`src/rtl/prom_loader.sv`:
```
// Copies WORDS PROM words to DEST_BASE+4*idx: READ then WRITE per word, 2 cycles/word minimum, 2*WORDS+1 per run.
// Backpressure: wr_valid/wr_adr/wr_data hold in WRITE until wr_ready; start is ignored unless idle.
module prom_loader #(
    parameter int          WORDS     = 1024,
    parameter logic [31:0] DEST_BASE = 32'h0000_0000
) (
    input  logic        clk,
    input  logic        rst,
    input  logic        start,
    output logic        busy,
    output logic        done,
    output logic        prom_ce,
    output logic [9:0]  prom_adr,
    input  logic [31:0] prom_data,
    output logic        wr_valid,
    input  logic        wr_ready,
    output logic [31:0] wr_adr,
    output logic [31:0] wr_data
);

    typedef enum logic [1:0] {IDLE, READ, WRITE, DONE} state_t;

    localparam logic [10:0] LAST = 11'(WORDS - 1);

    state_t      state;
    logic [10:0] idx;

    // Outputs are registered alongside the state so they change only on the transition edge.
    always_ff @(posedge clk) begin
        if (rst) begin
            state    <= IDLE;
            idx      <= '0;
            busy     <= 1'b0;
            done     <= 1'b0;
            prom_ce  <= 1'b0;
            wr_valid <= 1'b0;
        end else begin
            done <= 1'b0;
            case (state)
                IDLE: begin
                    if (start) begin
                        idx     <= '0;
                        state   <= READ;
                        busy    <= 1'b1;
                        prom_ce <= 1'b1;
                    end
                end
                READ: begin
                    state    <= WRITE;
                    prom_ce  <= 1'b0;
                    wr_valid <= 1'b1;
                end
                WRITE: begin
                    if (wr_ready) begin
                        wr_valid <= 1'b0;
                        if (idx == LAST) begin
                            state <= DONE;
                            done  <= 1'b1;
                        end else begin
                            idx     <= idx + 11'd1;
                            state   <= READ;
                            prom_ce <= 1'b1;
                        end
                    end
                end
                DONE: begin
                    state <= IDLE;
                    busy  <= 1'b0;
                end
                default: state <= IDLE;
            endcase
        end
    end

    assign prom_adr = idx[9:0];
    // 32-bit add wraps modulo 2^32 past the top of the address space.
    assign wr_adr   = DEST_BASE + {19'b0, idx, 2'b00};
    assign wr_data  = prom_data;

endmodule

```
`config.mk`:
```
export PLATFORM = sky130hd
export DESIGN_NAME = prom_loader
export DESIGN_NICKNAME = d
export VERILOG_FILES = /design/src/rtl/prom_loader.sv
export SDC_FILE = /design/constraint.sdc
export NUM_CORES = 1
export LEC_CHECK = 0
export ABC_AREA = 1
export ABC_CLOCK_PERIOD_IN_PS = 1500
export CORE_MARGIN = 2
export CORE_UTILIZATION = 33
export CTS_CLUSTER_DIAMETER = 100
export DETAILED_ROUTE_END_ITERATION = 10
export PLACE_DENSITY = 0.8
export REMOVE_ABC_BUFFERS = 1
export SYNTH_ARGS = -nofsm -noshare
export SYNTH_HDL_FRONTEND = slang
export SYNTH_SLANG_ARGS = --single-unit
```
`constraint.sdc`:
```
create_clock -name clk -period 1.5 [get_ports clk]
set_input_delay 0.225 -clock clk [delete_from_list [all_inputs] [get_ports clk]]
set_output_delay 0.225 -clock clk [all_outputs]
set_load 0.02 [all_outputs]
```
# --- Word level (Yosys, flattened, before mapping) ---
# Index checks and enable logic that the tools add are counted.
word_totals:
  ff_bits: 17
  latchBits: 0
  ramBits: 0
  romBits: 0
  in_bits: 36
  mem_count: 0
classes:
  n_addsub: 1
  mul: 0
  div_mod_pow: 0
  magnitude_cmp: 0
  n_eq_ne: 7
  shifts: 0
  muxes: 16
  bitwise: 2
  n_reduce_logical: 11
ops:
  columns: ["op", "n"]
  rows:
  - ["$mux 11", 3]
  - ["$pmux 11 s2", 1]
  - ["$add 11x1->11 const B", 1]
  - ["$eq 11x10->1 const B", 1]
  - ["$pmux 2 s4", 1]
  - ["$reduce_and 4->1", 2]
  - ["$mux 2", 3]
  - ["$ne 2x2->1 const B", 3]
  - ["$reduce_and 2->1", 3]
  - ["$reduce_bool 2->1", 3]
  - ["$mux 1", 5]
  - ["$eq 2x2->1 const B", 2]
  - ["$pmux 1 s2", 2]
  - ["$pmux 1 s3", 1]
  - ["$reduce_bool 3->1", 1]
  - ["$reduce_or 3->1", 1]
  - ["$eq 2x1->1 const B", 1]
  - ["$logic_not 2->1", 1]
  - ["$not 1->1", 2]

# --- Logic depth before layout (Yosys ltp) ---
# Gate-level depths: netlist of the first run.
depth:
  ltp_word: 4
  depth_mapped: 9
  ltp_nobuf: 9

# --- Worst setup path after synthesis of the first run ---
# OpenSTA, ideal clock, no wires.
synth_timing:
  kind: "reg2reg"
  startpoint: "register idx[1]"
  endpoint: "register idx[7]"
  setup_ns: 0.116
  t_arrival_ns: 1.462
  t_required_ns: 1.384
  setup_slack_ns: -0.078
  stages_incl_launch_ff: 9
  synth_period_minus_slack_ns: 1.578
  path_cell_list: "dfxtp_1 ha_1 nand3_2 nor2_8 nand4_4 nand2_4 inv_4 nor2_1 nor2_1"
synth_between:
  elab_chain_len: 4
synth_lines:
  columns: ["element", "line_no", "rtl"]
  rows:
  - ["start: declaration", "26", "logic [10:0] idx;"]
  - ["start signal: assignment", "60", "idx <= idx + 11'd1;"]
  - ["$add 11x1->11", "60", null]
  - ["$mux 11", "56", "if (idx == LAST) begin"]
  - ["$mux 11", "54", "if (wr_ready) begin"]
  - ["$pmux 11 s2", "39", "case (state)"]
# Several ways; a longest one is shown, not always the timed one. The select of a mux whose other input is x is not followed.
# A chain may end at the register's enable or synchronous reset.

# --- Worst setup path after layout of the first run ---
layout_timing:
  startpoint: "register busy"
  endpoint: "output busy"
layout_lines:
  columns: ["element", "line_no", "rtl"]
  rows:
  - ["start: declaration", "10", "output logic busy,"]
  - ["start signal: assignment", "33", "busy <= 1'b0;"]
  - ["start signal: assignment", "44", "busy <= 1'b1;"]
  - ["start signal: assignment", "68", "busy <= 1'b0;"]
# No word-level cell between the ends.

==> out/summary.txt, run 1 <==
Post-route cell area -> 1545 sq um
Post-synth top area cell -> buf_4
Placer congestion estimate -> 0.8141
Maximum clock rate -> 687.8 MHz
Minimum clock period -> 1454 ps
Clock sink count -> 17
Placed cell count -> 251
CP delay by family, top -> buffers and inverters
Clock Pin Slew Worst Setup and Hold Paths -> 70 ps
CP Launch Type -> register
Post-synthesis sequential area ratio -> 0.2357
Floorplan core area -> 4294 sq um
Setup crit end kind -> primary output
Vias in the first global route -> 1044
Cell Pwr Density -> 704.4 nW/um^2
Final nets -> 246
Initial antenna violation count -> 0
Clock skew -> 1.399 ps
Req. time, crit path -> 1270 ps
Vias per std cell -> 4.512
Synth async-reset ratio -> 0
Max_cap viols -> 0
WL per Instance -> 14.15 um
Die area -> 4920 sq um
Filler cells -> 451
Critical path class -> reg -> out
Layout area overhead -> 7.019%
Status -> finished clean
Mapped cell area -> 1444 sq um
Bufs on Longest Clock Path -> 2
ANT cells -> 0
Cells taking the most area after synthesis -> buf_4, dfxtp_1, nand2_1, nor2_1, nand3_1
Initial DRC Count -> 58
Initial core utilization -> 0.3362
Mapped Cells -> 205
Yosys warnings -> 0
EDFF count, synth -> 0
Fin. Hold Viols -> 0
Dpl cell area -> 1459 sq um
# port buffers -> 28
Vias -> 1173
CP Max Fanout -> 3
Post-Syn Area per Cell -> 7.043 sq um
Fin crit share -> 0.9693
DR pass1 iterations -> 4
Layout cells sized above 1 -> 0.1923
Io pins -> 114
Final WL -> 3.678 mm
CTS root buf -> clkbuf_8
CTS Buf Count -> 3
CTS tree -> built
Crit path cell chain -> clkdlybuf4s50_1
Critical Path Max Stage Delay -> 620 ps
First-pass GRT wire length -> 5.464 mm
Register Area -> 346.6 sq um
Final Max Tran Viols -> 0
Final setup fails -> 0
Slowest cell on the critical path -> clkdlybuf4s50_1
Multi-input logic area -> 639.4 sq um
Hold Path Class -> in -> out
Grt ovf -> 0
Maximum VDD drop -> 0.2355 mV
Most frequent cells after synthesis -> buf_4, nand2_1, nor2_1
Non-Filler Instances -> 260
CP bufs+invs -> 1
Setup_tns -> 0 ps
HPWL reported at the end of detailed placement -> 2.888 mm
Die X -> 70.15 um
Largest net degree at the start of global routing -> 10
Total track usage -> 0.1501
Post-route ant nets -> 0
Clock latency on the worst-skew pair -> 260 ps
Netlist cell types -> 25
Depth of the CTS H-tree -> 1
Synth Register Bits -> 17
Crit path DAT -> 1230 ps
Pleak -> 0.7458 nW
Top-count cell post-synth -> buf_4
Main synth FF type -> dfxtp_1
# rows -> 24
Die Y -> 70.15 um
Post-layout util -> 0.3598
Synth top area share -> 0.3380
DRC -> 0
## per-stage QoR
stage	hold slack [ps]	worst slack [ps]	total power, mW
CTS	450.2	6.833	1.090
global placement	450.2	-79.87	0.7398
global route	450.1	-5.615	1.138
finish	450.1	46.07	1.088
detailed placement	450.2	-154.1	0.7423
floorplan	294.1	-233.2	0.6500
## flip-flops by register name, indices dropped and copies added (netlist names)
signal / flops
idx: 11
state: 2
done: 1
busy: 1
wr_valid: 1
prom_ce: 1
## final cells by class
| cell class | instances | area share |
|---|---|---|
| multi-input cells | 124 | 0.4138 |
| repair buffers | 44 | 0.2429 |
| flip-flops and latches | 17 | 0.2243 |
| inverters | 19 | 0.04777 |
| well taps | 52 | 0.04211 |
| clock buffers | 4 | 0.02915 |
## where the power goes
part | internal (mW) | switching, mW | leakage [nW]
Combinational | 0.0829 | 0.156 | 0.582
Clock | 0.190 | 0.171 | 0.0228
Sequential | 0.470 | 0.0194 | 0.141
## worst paths after layout
kind | start | to | slack, ps | cells past startpoint
worst max register to register | idx[0] | idx[1] | 80 | 8
worst max-delay path | busy | busy | 50 | 1
worst min register to register | wr_valid | wr_valid | 490 | 2
worst min-delay path | prom_data[29] | wr_data[29] | 450 | 0
## placed cells by master (no fill, tap or decap), types with 2 or more instances in the layout
cell	count
inv_1	17
buf_4	16
clkdlybuf4s50_1	8
nor2_1	17
conb_1	21
dfxtp_2	5
dlygate4sd2_1	20
nor3_1	3
o21ai_0	5
dfxtp_1	12
clkbuf_8	3
nor2_2	3
a21oi_1	10
nor2_4	2
nand2_2	2
nand2_4	2
nand2_1	37
nand3_1	13
## logic make-up after synthesis
logic type	after synthesis	synth area share
buffers and inverters	84	0.3891
adder cells (fa/ha/maj)	1	0.008664
other	1	0.002597
XOR/XNOR	1	0.006067
AND/OR/NAND/NOR	84	0.2912
AO/OA/AOI/OAI	17	0.06672
flip-flops	17	0.2357
## timing repair
action,in CTS,in global routing
setup endpoints to repair,20,10
resized for setup,20,9
hold buffers,0,0
setup buffers,0,5
pin swaps,0,2
## routing by layer
layer / routed length, um / vias to the layer above / global-route usage
li1: - / 562 / -
met1: 1480 / 514 / 0.1744
met2: 1411 / 90 / 0.1862
met3: 710 / 7 / 0.1342
met4: 76 / 0 / 0.06410
met5: 0 / - / 0.03333
Power figures use the tool's default switching activity.
==> run 2: changes to the inputs <==
--- a/config.mk
+++ b/config.mk
@@ -16,3 +16,4 @@
 export SYNTH_ARGS = -nofsm -noshare
 export SYNTH_HDL_FRONTEND = slang
 export SYNTH_SLANG_ARGS = --single-unit
+export TNS_END_PERCENT = 20
==> results of run 2 <==
No change in the layout: final DEF, timing and power equal those of run 1.
